[src/rtl/motor_pwm_pkg.sv]
// Shared types and constants for the dual H-bridge PWM driver.
package motor_pwm_pkg;

  typedef enum logic [1:0] {
    DIR_NONE = 2'd0,
    DIR_FWD  = 2'd1,
    DIR_BWD  = 2'd2
  } dir_t;

  typedef enum logic [1:0] {
    CH_OFF  = 2'd0,
    CH_RUN  = 2'd1,
    CH_DEAD = 2'd2
  } ch_state_t;

  localparam logic [1:0] DUTY_25  = 2'b00;
  localparam logic [1:0] DUTY_50  = 2'b01;
  localparam logic [1:0] DUTY_75  = 2'b10;
  localparam logic [1:0] DUTY_100 = 2'b11;

  // Bridge polarity pins, MSB drives IN1/IN3 and LSB drives IN2/IN4.
  localparam logic [1:0] PINS_OFF = 2'b00;
  localparam logic [1:0] PINS_FWD = 2'b10;
  localparam logic [1:0] PINS_BWD = 2'b01;

  // A request with both bits set is invalid and is treated as no request.
  function automatic dir_t decode_dir(input logic fwd, input logic bwd);
    if (fwd && !bwd) return DIR_FWD;
    if (bwd && !fwd) return DIR_BWD;
    return DIR_NONE;
  endfunction

  function automatic logic [1:0] dir_pins(input dir_t d);
    case (d)
      DIR_FWD: return PINS_FWD;
      DIR_BWD: return PINS_BWD;
      default: return PINS_OFF;
    endcase
  endfunction

  // Number of quarter periods the enable stays high for a duty code.
  function automatic int duty_quarters(input logic [1:0] code);
    case (code)
      DUTY_25:  return 1;
      DUTY_50:  return 2;
      DUTY_75:  return 3;
      DUTY_100: return 4;
      default:  return 0;
    endcase
  endfunction

endpackage

[src/rtl/motor_pwm_driver_if.sv]
// Command and bridge-pin bundle between the direction FSMs and the PWM driver.
interface motor_pwm_driver_if;

  logic [1:0] DutyCycleA;
  logic [1:0] DutyCycleB;
  logic       FWDA;
  logic       BWDA;
  logic       FWDB;
  logic       BWDB;
  logic       ENA;
  logic       ENB;
  logic       IN1;
  logic       IN2;
  logic       IN3;
  logic       IN4;
  logic       PeriodStart;
  logic       FaultA;
  logic       FaultB;

  modport master (
    output DutyCycleA, DutyCycleB, FWDA, BWDA, FWDB, BWDB,
    input  ENA, ENB, IN1, IN2, IN3, IN4, PeriodStart, FaultA, FaultB
  );

  modport slave (
    input  DutyCycleA, DutyCycleB, FWDA, BWDA, FWDB, BWDB,
    output ENA, ENB, IN1, IN2, IN3, IN4, PeriodStart, FaultA, FaultB
  );

endinterface

[src/rtl/motor_pwm_driver_channel.sv]
// One motor channel: boundary latch, OFF/RUN/DEAD FSM, dead counter and PWM compare.
module pwm_channel
  import motor_pwm_pkg::*;
#(
  parameter int PERIOD_CYCLES = 1000,
  parameter int DEAD_PERIODS  = 2,
  parameter int CNT_W         = $clog2(PERIOD_CYCLES)
) (
  input  logic             clk,
  input  logic             rst_n,
  input  logic [CNT_W-1:0] cnt,
  input  logic             boundary,
  input  logic [1:0]       duty_code,
  input  logic             fwd,
  input  logic             bwd,
  output logic             en,
  output logic [1:0]       pins,
  output logic             fault
);

  localparam int THR_W   = CNT_W + 1;
  localparam int QUARTER = PERIOD_CYCLES / 4;
  localparam int DW      = $clog2(DEAD_PERIODS + 1);

  ch_state_t        state, state_next;
  dir_t             dir, dir_next, latched;
  logic [1:0]       duty, duty_next;
  logic [DW-1:0]    dead_cnt, dead_next;
  logic             fault_next;
  logic             en_next;
  logic [1:0]       pins_next;
  logic [CNT_W-1:0] cnt_next;
  logic [THR_W-1:0] thr_next;

  // State and registered bridge outputs; reset drops everything to OFF at once.
  always_ff @(posedge clk or negedge rst_n) begin
    if (!rst_n) begin
      state    <= CH_OFF;
      dir      <= DIR_NONE;
      duty     <= DUTY_25;
      dead_cnt <= '0;
      en       <= 1'b0;
      pins     <= PINS_OFF;
      fault    <= 1'b0;
    end else begin
      state    <= state_next;
      dir      <= dir_next;
      duty     <= duty_next;
      dead_cnt <= dead_next;
      en       <= en_next;
      pins     <= pins_next;
      fault    <= fault_next;
    end
  end

  // Commands only move the FSM at a boundary; outputs are precomputed for the next cnt value.
  always_comb begin
    state_next = state;
    dir_next   = dir;
    duty_next  = duty;
    dead_next  = dead_cnt;
    fault_next = fault;
    latched    = decode_dir(fwd, bwd);

    if (boundary) begin
      duty_next  = duty_code;
      fault_next = fwd & bwd;
      case (state)
        CH_OFF: begin
          if (latched != DIR_NONE) begin
            state_next = CH_RUN;
            dir_next   = latched;
          end
        end
        CH_RUN: begin
          if (latched == DIR_NONE) begin
            state_next = CH_OFF;
            dir_next   = DIR_NONE;
          end else if (latched != dir) begin
            state_next = CH_DEAD;
            dir_next   = latched;
            dead_next  = DW'(DEAD_PERIODS);
          end
        end
        CH_DEAD: begin
          dir_next  = latched;
          dead_next = dead_cnt - 1'b1;
          if (dead_next == '0) begin
            if (latched == DIR_NONE) state_next = CH_OFF;
            else                     state_next = CH_RUN;
          end
        end
        default: begin
          state_next = CH_OFF;
          dir_next   = DIR_NONE;
        end
      endcase
    end

    cnt_next  = boundary ? '0 : cnt + 1'b1;
    thr_next  = THR_W'(duty_quarters(duty_next) * QUARTER);
    en_next   = (state_next == CH_RUN) && ({1'b0, cnt_next} < thr_next);
    pins_next = (state_next == CH_RUN) ? dir_pins(dir_next) : PINS_OFF;
  end

endmodule

[src/rtl/motor_pwm_driver.sv]
// Dual H-bridge PWM driver: shared period counter, two channels, L298N pin mapping.
module motor_pwm_driver
  import motor_pwm_pkg::*;
#(
  parameter int PERIOD_CYCLES = 1000,
  parameter int DEAD_PERIODS  = 2
) (
  input  logic                clk,
  input  logic                rst_n,
  motor_pwm_driver_if.slave   bus
);

  localparam int CNT_W = $clog2(PERIOD_CYCLES);

  logic [CNT_W-1:0] cnt;
  logic             boundary;
  logic             period_start;
  logic             en_a, en_b, fault_a, fault_b;
  logic [1:0]       pins_a, pins_b;

  assign boundary = (cnt == CNT_W'(PERIOD_CYCLES - 1));

  // Period counter and the registered pulse that marks cnt==0.
  always_ff @(posedge clk or negedge rst_n) begin
    if (!rst_n) begin
      cnt          <= '0;
      period_start <= 1'b0;
    end else begin
      cnt          <= boundary ? '0 : cnt + 1'b1;
      period_start <= boundary;
    end
  end

  pwm_channel #(
    .PERIOD_CYCLES(PERIOD_CYCLES),
    .DEAD_PERIODS (DEAD_PERIODS),
    .CNT_W        (CNT_W)
  ) u_chan_a (
    .clk      (clk),
    .rst_n    (rst_n),
    .cnt      (cnt),
    .boundary (boundary),
    .duty_code(bus.DutyCycleA),
    .fwd      (bus.FWDA),
    .bwd      (bus.BWDA),
    .en       (en_a),
    .pins     (pins_a),
    .fault    (fault_a)
  );

  pwm_channel #(
    .PERIOD_CYCLES(PERIOD_CYCLES),
    .DEAD_PERIODS (DEAD_PERIODS),
    .CNT_W        (CNT_W)
  ) u_chan_b (
    .clk      (clk),
    .rst_n    (rst_n),
    .cnt      (cnt),
    .boundary (boundary),
    .duty_code(bus.DutyCycleB),
    .fwd      (bus.FWDB),
    .bwd      (bus.BWDB),
    .en       (en_b),
    .pins     (pins_b),
    .fault    (fault_b)
  );

  assign bus.ENA         = en_a;
  assign bus.IN1         = pins_a[1];
  assign bus.IN2         = pins_a[0];
  assign bus.FaultA      = fault_a;
  assign bus.ENB         = en_b;
  assign bus.IN3         = pins_b[1];
  assign bus.IN4         = pins_b[0];
  assign bus.FaultB      = fault_b;
  assign bus.PeriodStart = period_start;

endmodule

[src/flat_wrapper.sv]
// flat-port wrapper written by rule: the top's interface ports become plain ports
module motor_pwm_driver_flat import motor_pwm_pkg::*;
#(
  parameter int PERIOD_CYCLES = 1000,
  parameter int DEAD_PERIODS  = 2
)
  (clk, rst_n, bus_DutyCycleA, bus_DutyCycleB, bus_FWDA, bus_BWDA, bus_FWDB, bus_BWDB, bus_ENA, bus_ENB, bus_IN1, bus_IN2, bus_IN3, bus_IN4, bus_PeriodStart, bus_FaultA, bus_FaultB);
  motor_pwm_driver_if bus_i ();
  input  logic clk;
  input  logic rst_n;
  input wire logic [$bits(bus_i.DutyCycleA)-1:0] bus_DutyCycleA;
  input wire logic [$bits(bus_i.DutyCycleB)-1:0] bus_DutyCycleB;
  input wire logic [$bits(bus_i.FWDA)-1:0] bus_FWDA;
  input wire logic [$bits(bus_i.BWDA)-1:0] bus_BWDA;
  input wire logic [$bits(bus_i.FWDB)-1:0] bus_FWDB;
  input wire logic [$bits(bus_i.BWDB)-1:0] bus_BWDB;
  output wire logic [$bits(bus_i.ENA)-1:0] bus_ENA;
  output wire logic [$bits(bus_i.ENB)-1:0] bus_ENB;
  output wire logic [$bits(bus_i.IN1)-1:0] bus_IN1;
  output wire logic [$bits(bus_i.IN2)-1:0] bus_IN2;
  output wire logic [$bits(bus_i.IN3)-1:0] bus_IN3;
  output wire logic [$bits(bus_i.IN4)-1:0] bus_IN4;
  output wire logic [$bits(bus_i.PeriodStart)-1:0] bus_PeriodStart;
  output wire logic [$bits(bus_i.FaultA)-1:0] bus_FaultA;
  output wire logic [$bits(bus_i.FaultB)-1:0] bus_FaultB;
  assign bus_i.DutyCycleA = bus_DutyCycleA;
  assign bus_i.DutyCycleB = bus_DutyCycleB;
  assign bus_i.FWDA = bus_FWDA;
  assign bus_i.BWDA = bus_BWDA;
  assign bus_i.FWDB = bus_FWDB;
  assign bus_i.BWDB = bus_BWDB;
  assign bus_ENA = bus_i.ENA;
  assign bus_ENB = bus_i.ENB;
  assign bus_IN1 = bus_i.IN1;
  assign bus_IN2 = bus_i.IN2;
  assign bus_IN3 = bus_i.IN3;
  assign bus_IN4 = bus_i.IN4;
  assign bus_PeriodStart = bus_i.PeriodStart;
  assign bus_FaultA = bus_i.FaultA;
  assign bus_FaultB = bus_i.FaultB;
  motor_pwm_driver #(.PERIOD_CYCLES(PERIOD_CYCLES), .DEAD_PERIODS(DEAD_PERIODS)) u_core (.clk(clk), .rst_n(rst_n), .bus(bus_i));
endmodule
[config.mk]
export PLATFORM = sky130hd
export DESIGN_NAME = motor_pwm_driver_flat
export DESIGN_NICKNAME = d
export VERILOG_FILES = /design/src/rtl/motor_pwm_pkg.sv /design/src/rtl/motor_pwm_driver_if.sv /design/src/rtl/motor_pwm_driver_channel.sv /design/src/rtl/motor_pwm_driver.sv /design/src/flat_wrapper.sv
export SDC_FILE = /design/constraint.sdc
export NUM_CORES = 1
export LEC_CHECK = 0
export CAP_MARGIN = 20
export CELL_PAD_IN_SITES_DETAIL_PLACEMENT = 1
export CELL_PAD_IN_SITES_GLOBAL_PLACEMENT = 1
export CORE_MARGIN = 1.5
export CORE_UTILIZATION = 45
export DETAILED_ROUTE_END_ITERATION = 8
export GPL_TIMING_DRIVEN = 0
export PLACE_DENSITY_LB_ADDON = 0.2
export SKIP_CTS_REPAIR_TIMING = 1
export SLEW_MARGIN = 20
export SYNTH_ARGS = -nofsm -noshare
export SYNTH_HDL_FRONTEND = slang
export SYNTH_HIERARCHICAL = 1
export SYNTH_SLANG_ARGS = --single-unit
[constraint.sdc]
create_clock -name clk -period 5.89 [get_ports clk]
set_input_delay 0.8835 -clock clk [delete_from_list [all_inputs] [get_ports clk]]
set_output_delay 0.8835 -clock clk [all_outputs]
set_load 0.005 [all_outputs]
; ---- After elaboration in Yosys (flattened, before gate mapping)
; Cells that the tools add are included.
[totals]
ff_bits = 35
input_bits = 10
out_inout_bits = 9
wordCells = 125
[op_classes]
n_addsub = 3
multipliers = 2
order_cmp = 2
n_eq_ne = 23
muxes = 53
bitwise_logic = 2
reduce_logical = 24
[ops]
columns = op, n
row1 = $pmux W32 S4, 2
row2 = $mux W2, 34
row3 = $mul A32 B8 Y10 const B, 2
row4 = $pmux W2 S3, 4
row5 = $lt A10 B11 Y1, 2
row6 = $eq A2 B1 Y1 const B, 8
row7 = $eq A2 B2 Y1 const B, 8
row8 = $logic_not A2 Y1, 8
row9 = $pmux W2 S2, 4
row10 = $add A10 B1 Y10 const B, 1
row11 = $eq A10 B10 Y1 const B, 1
row12 = $mux W10, 1
row13 = $mux W1, 8
row14 = $ne A2 B2 Y1 const B, 4
row15 = $reduce_and A4 Y1, 2
row16 = $reduce_bool A2 Y1, 4
row17 = $logic_and A1 B1 Y1, 6
row18 = $logic_not A1 Y1, 4
row19 = $ne A2 B2 Y1, 2
row20 = $sub A2 B1 Y2 const B, 2
row21 = $and A1 B1 Y1, 2

; ---- Longest topological paths before layout
[logic_depth]
word_depth = 14
ltp_mapped = 19
mapped_depth_nobuf = 17

; ---- Hierarchy
; Netlist, hierarchy kept.
[by_module_without_submodules]
columns = mod, n_inst, cells_per_inst, area_each_um2, seq_area_each_um2
row1 = pwm_channel, 2, 136, 1224.9, 300.3
row2 = motor_pwm_driver, 1, 44, 508.0, 275.3

; ---- Least setup slack after synthesis
; Ideal clock, no wire load.
[synth_path]
path_type = reg2reg
from = register u_core.cnt[0]
to = register u_core.u_chan_a.en
arrival_time_ns = 4.287
required_ns = 5.823
setup_slack_ns = 1.536
path_stages_with_launch = 20
n_path_buf = 3
cell_sequence = dfrtp_1 -> ha_1 -> nand3_1 -> nor3_2 -> and3_1 -> buf_2 -> buf_2 -> buf_2 -> mux2i_1 -> inv_1 -> ha_1 -> and3_1 -> ha_1 -> fa_1 -> inv_1 -> ha_1 -> and4_1 -> a211o_1 -> a311oi_1 -> o41a_1
[synth_via]
elab_chain_len = 7
word_cells_on_any_way = 14
cone_classes = add/sub: 1 / mul: 1 / order compare: 1 / eq/ne: 5 / mux: 4 / reduce/logical: 2
[synth_rtl]
columns = item, line
row1 = from (decl), motor_pwm_driver.sv:15  ; logic [CNT_W-1:0] cnt;
row2 = from (signal assigned), motor_pwm_driver.sv:29  ; cnt <= boundary ? '0 : cnt + 1'b1;
row3 = $eq A10 B10 Y1 (*), motor_pwm_driver.sv:21  ; assign boundary = (cnt == CNT_W'(PERIOD_CYCLES - 1));
row4 = via u_core.boundary, motor_pwm_driver.sv:16  ; logic boundary;
row5 = $mux W2 (*), motor_pwm_driver_channel.sv:65  ; if (boundary) begin
row6 = via u_core.u_chan_a.duty_next[0], motor_pwm_driver_channel.sv:27  ; logic [1:0] duty, duty_next;
row7 = $eq A2 B2 Y1 (tied with other cells), motor_pwm_pkg.sv:43  ; case (code)
row8 = $pmux W32 S4 (*), motor_pwm_pkg.sv:43
row9 = $mul A32 B8 Y10 (*), motor_pwm_driver_channel.sv:101  ; thr_next = THR_W'(duty_quarters(duty_next) * QUARTER);
row10 = $lt A10 B11 Y1 (*), motor_pwm_driver_channel.sv:102  ; en_next = (state_next == CH_RUN) && ({1'b0, cnt_next} < thr_next);
row11 = $logic_and A1 B1 Y1 (*), motor_pwm_driver_channel.sv:102
row12 = via u_core.u_chan_a.en_next, motor_pwm_driver_channel.sv:30  ; logic en_next;
row13 = to (signal assigned), motor_pwm_driver_channel.sv:50  ; en <= en_next;
row14 = to (decl), motor_pwm_driver_channel.sv:16  ; output logic en,
; Mark *: on every way through the listed nets, which the timed path passes. The rest lies on a longest branch. The select of a mux whose other input is x is not followed.
; A chain may end at the register's enable or synchronous reset.

; ---- Worst setup path after layout
[layout_path]
from = register u_core.cnt[0]
to = register u_core.u_chan_b.en
[layout_via]
elab_chain_len = 7
word_cells_on_any_way = 14
cone_classes = add/sub: 1 / mul: 1 / order compare: 1 / eq/ne: 5 / mux: 4 / reduce/logical: 2
[layout_rtl]
columns = item, line
row1 = $eq A10 B10 Y1 (*), motor_pwm_driver.sv:21
row2 = via u_core.boundary, motor_pwm_driver.sv:16
row3 = $mux W2 (*), motor_pwm_driver_channel.sv:65
row4 = via u_core.u_chan_b.duty_next[0], motor_pwm_driver_channel.sv:27
row5 = $eq A2 B2 Y1 (tied with other cells), motor_pwm_pkg.sv:43
row6 = $pmux W32 S4 (*), motor_pwm_pkg.sv:43
row7 = $mul A32 B8 Y10 (*), motor_pwm_driver_channel.sv:101
row8 = $lt A10 B11 Y1 (*), motor_pwm_driver_channel.sv:102
row9 = $logic_and A1 B1 Y1 (*), motor_pwm_driver_channel.sv:102
row10 = via u_core.u_chan_b.en_next, motor_pwm_driver_channel.sv:30
row11 = to (signal assigned), motor_pwm_driver_channel.sv:50
row12 = to (decl), motor_pwm_driver_channel.sv:16
; Marked as above.

==> run metrics <==
Worst slew margin 65.30%; # IOs 19; core area 0.006350 mm^2; Pwr Total roughly 0.50 mW; Root Buffer clkbuf_8; synthesized area 0.002958 mm^2; Post-Syn Area per Cell ~9.4 um^2; Final Cycle Share approximately 88%; crit-path cells ha_1 > nand3_1 > nor3_2 > and3_1 > buf_2 > buf_2 > buf_2 > mux2i_1 > inv_1 > ha_1 > and3_1 > ha_1 > fa_1 > inv_1 > ha_1 > and4_1 > a211o_1 > a311oi_1 > o41a_1; r2r worst-path depth 19; Worst-Margin Slew 0.5205 ns; clk_lat worst skew between 0.2 and 0.3 ns; initial DRC count slightly below 70; Lkg Pwr ~1.6 nW; TritonCTS sink count 35; YS warnings 6; CTS Buf Count 5; First-pass DRT Iterations 4; GP Congestion 0.7711; ys flop type dfrtp_1; Startpoint Class flop; top cell type's share of synthesized area roughly 30%; Die Ht 84.08 um; Crit path required time 6.12 ns; FF-to-FF setup slack between 0.6 and 0.7 ns; register area share after synthesis 29.61%; RSZ-0062 raised after global routing no; power per cell area 149.7 mW/mm^2; Reg area roughly 880 um^2; Slew Viols, Final 0; Buffers on Ports 18; Remaining DRCs 0; CP Capture Type flop; hold crit path type in -> async; CTS tree done; Total GRT Usage between 20 and 25%; antenna violations before repair 0; largest net degree at the start of global routing 29; CTS max path bufs 2; Multi-input gate area ~0.0019 mm^2; f_max between 150 and 200 MHz; FFs w/ async S/R, synth between 90% and 100%; detailed-route via count between 2,000 and 2,500; total global routing overflow 0; die width between 80 and 90 um; #FFs+latches synth 35; vias in the first global route about 2,500; Inserted Diodes 0; Hold Vio Cnt, Final 0; antenna violation net count after detailed routing 0; via density per instance 5.750; final setup violation count 0; Total Routed Length between 6000 and 7000 um; first-pass GRT wire length approximately 12,000 um; post-synthesis net count between 300 and 400; P&R area growth vs syn 13.96%; most frequent cells after synthesis ha_1 (43), dfrtp_1 (35), nor2_1 (24); Critical Path Max Stage Delay around 0.5 ns; Rows 29; cell family with most CP delay adder cells; crit path time final around 5.2 ns; Nets 397; status completed; slowest stage cell on the critical path dfrtp_1; H-tree depth 2; CP Max Fanout 10; largest area contributor in the netlist dfrtp_1; Buf/Inv on CP 5; Post-Synthesis Cells about 320; Setup Skew around 0.009 ns; die area around 0.007 mm^2; layout cell share with drive strength beyond 1 10.50%; Starting Density 46.58%; Cell variety after synth 46; R2R Path End u_core/u_chan_b/en; Routed wire per std cell around 16 um; max-cap violations 0; Fillers between 700 and 800; setup TNS 0 ns; VDD IR max 0.1106 mV; Area contributors post-synth dfrtp_1 (30%), ha_1 (18%), xor2_1 (4.4%); Reg2Reg Launch Point u_core/cnt[0]; Setup CP Type reg -> reg; hpwl dp slightly above 5000 um; CTS clk-pin slew, worst paths around 0.080 ns; most used cell, CP ha_1; Post-synth EDFFs 0; WP data arrival 5.42 ns; most frequent cell after synthesis ha_1
## cells in the final DEF, fill, tap and decap left out, drive strengths merged, types with 3 or more instances in the layout
master | synthesis | layout
nor3 | 3 | 3
nand4 | 4 | 4
mux2 | 4 | 4
a311oi | 4 | 4
dfrtp | 35 | 35
a21oi | 14 | 14
o21ai | 6 | 6
ha | 43 | 43
clkdlybuf4s50 | 0 | 17
and4 | 5 | 5
clkbuf | 0 | 6
inv | 23 | 24
a22o | 4 | 4
xor2 | 15 | 15
nand2 | 18 | 18
nor3b | 4 | 4
nand2b | 4 | 4
o22ai | 4 | 4
nor2 | 24 | 24
nand3 | 16 | 16
mux2i | 8 | 8
nor2b | 7 | 7
a21boi | 4 | 4
and3 | 15 | 15
buf | 11 | 13
o31ai | 6 | 6
xnor2 | 10 | 10
## layer usage
layer  wire (um)  track usage, %
met1        3241           25.88
met3         135           2.967
met5           0               0
met4          25           3.279
met2        3281           35.71
## worst max-delay path by stage
stage | startpoint | end | depth (start not counted)
global route | u_core/cnt[0] | u_core/u_chan_b/en | 19
finish | u_core/cnt[0] | u_core/u_chan_b/en | 19
floorplan | u_core/cnt[0] | u_core/u_chan_a/en | 19
global placement | u_core/cnt[0] | u_core/u_chan_b/en | 19
detailed placement | u_core/cnt[0] | u_core/u_chan_a/en | 19
CTS | u_core/cnt[0] | u_core/u_chan_a/en | 19
## final cells by class
class / count / share of cell area [%]
Timing Repair Buffer: 19 / 5.791
Clock buffer: 6 / 2.450
Tap cell: 77 / 2.858
Multi-Input combinational cell: 247 / 57.57
Sequential cell: 35 / 25.98
Clock inverter: 2 / 1.151
Inverter: 23 / 2.561
Buffer: 11 / 1.633
## sequential cells by signal, indices dropped and copies added (netlist names)
| register | cells |
|---|---|
| u_core/cnt | 10 |
| u_core/u_chan_a/dead_cnt | 2 |
| u_core/u_chan_a/dir | 2 |
| u_core/u_chan_a/duty | 2 |
| u_core/u_chan_a/pins | 2 |
| u_core/u_chan_a/state | 2 |
| u_core/u_chan_b/dead_cnt | 2 |
| u_core/u_chan_b/dir | 2 |
| u_core/u_chan_b/duty | 2 |
| u_core/u_chan_b/pins | 2 |
| u_core/u_chan_b/state | 2 |
| u_core/bus.PeriodStart | 1 |
| u_core/u_chan_a/en | 1 |
| u_core/u_chan_a/fault | 1 |
| u_core/u_chan_b/en | 1 |
| u_core/u_chan_b/fault | 1 |
## power by group
part           switching, mW  leakage [nW]  internal (mW)  total (mW)
registers                  0         0.464          0.240       0.240
logic                 0.0159          1.10         0.0118      0.0277
clock network         0.0974        0.0618          0.139       0.237
total                  0.113          1.63          0.391       0.504
## stage by stage
step / hold WS, ns / area, um^2 / util, % / worst slack, ns / cells
after floorplan: 0.4919 / 2958 / - / 1.536 / 316
after global placement: 0.4958 / 3234 / 50.94 / 0.8079 / 411
after detailed placement: 0.5002 / 3249 / 51.17 / 0.7193 / 412
after CTS: 0.4444 / 3371 / 53.08 / 0.6437 / 420
after global routing: 0.4525 / 3371 / 53.08 / 0.2198 / 420
final: 0.4422 / 3371 / 53.08 / 0.6985 / 420
## logic make-up (layout without fill, tap and decap cells)
family,count (synthesis),in the layout,synth area share [%]
fa+ha+maj,45,45,19.54
xor+xnor,25,25,7.403
mux,12,12,4.484
flops,35,35,29.61
buf+inv,34,61,4.780
simple gates,105,105,19.29
compound gates,60,60,14.89
Note: power is estimated with default switching activity, not from simulation.
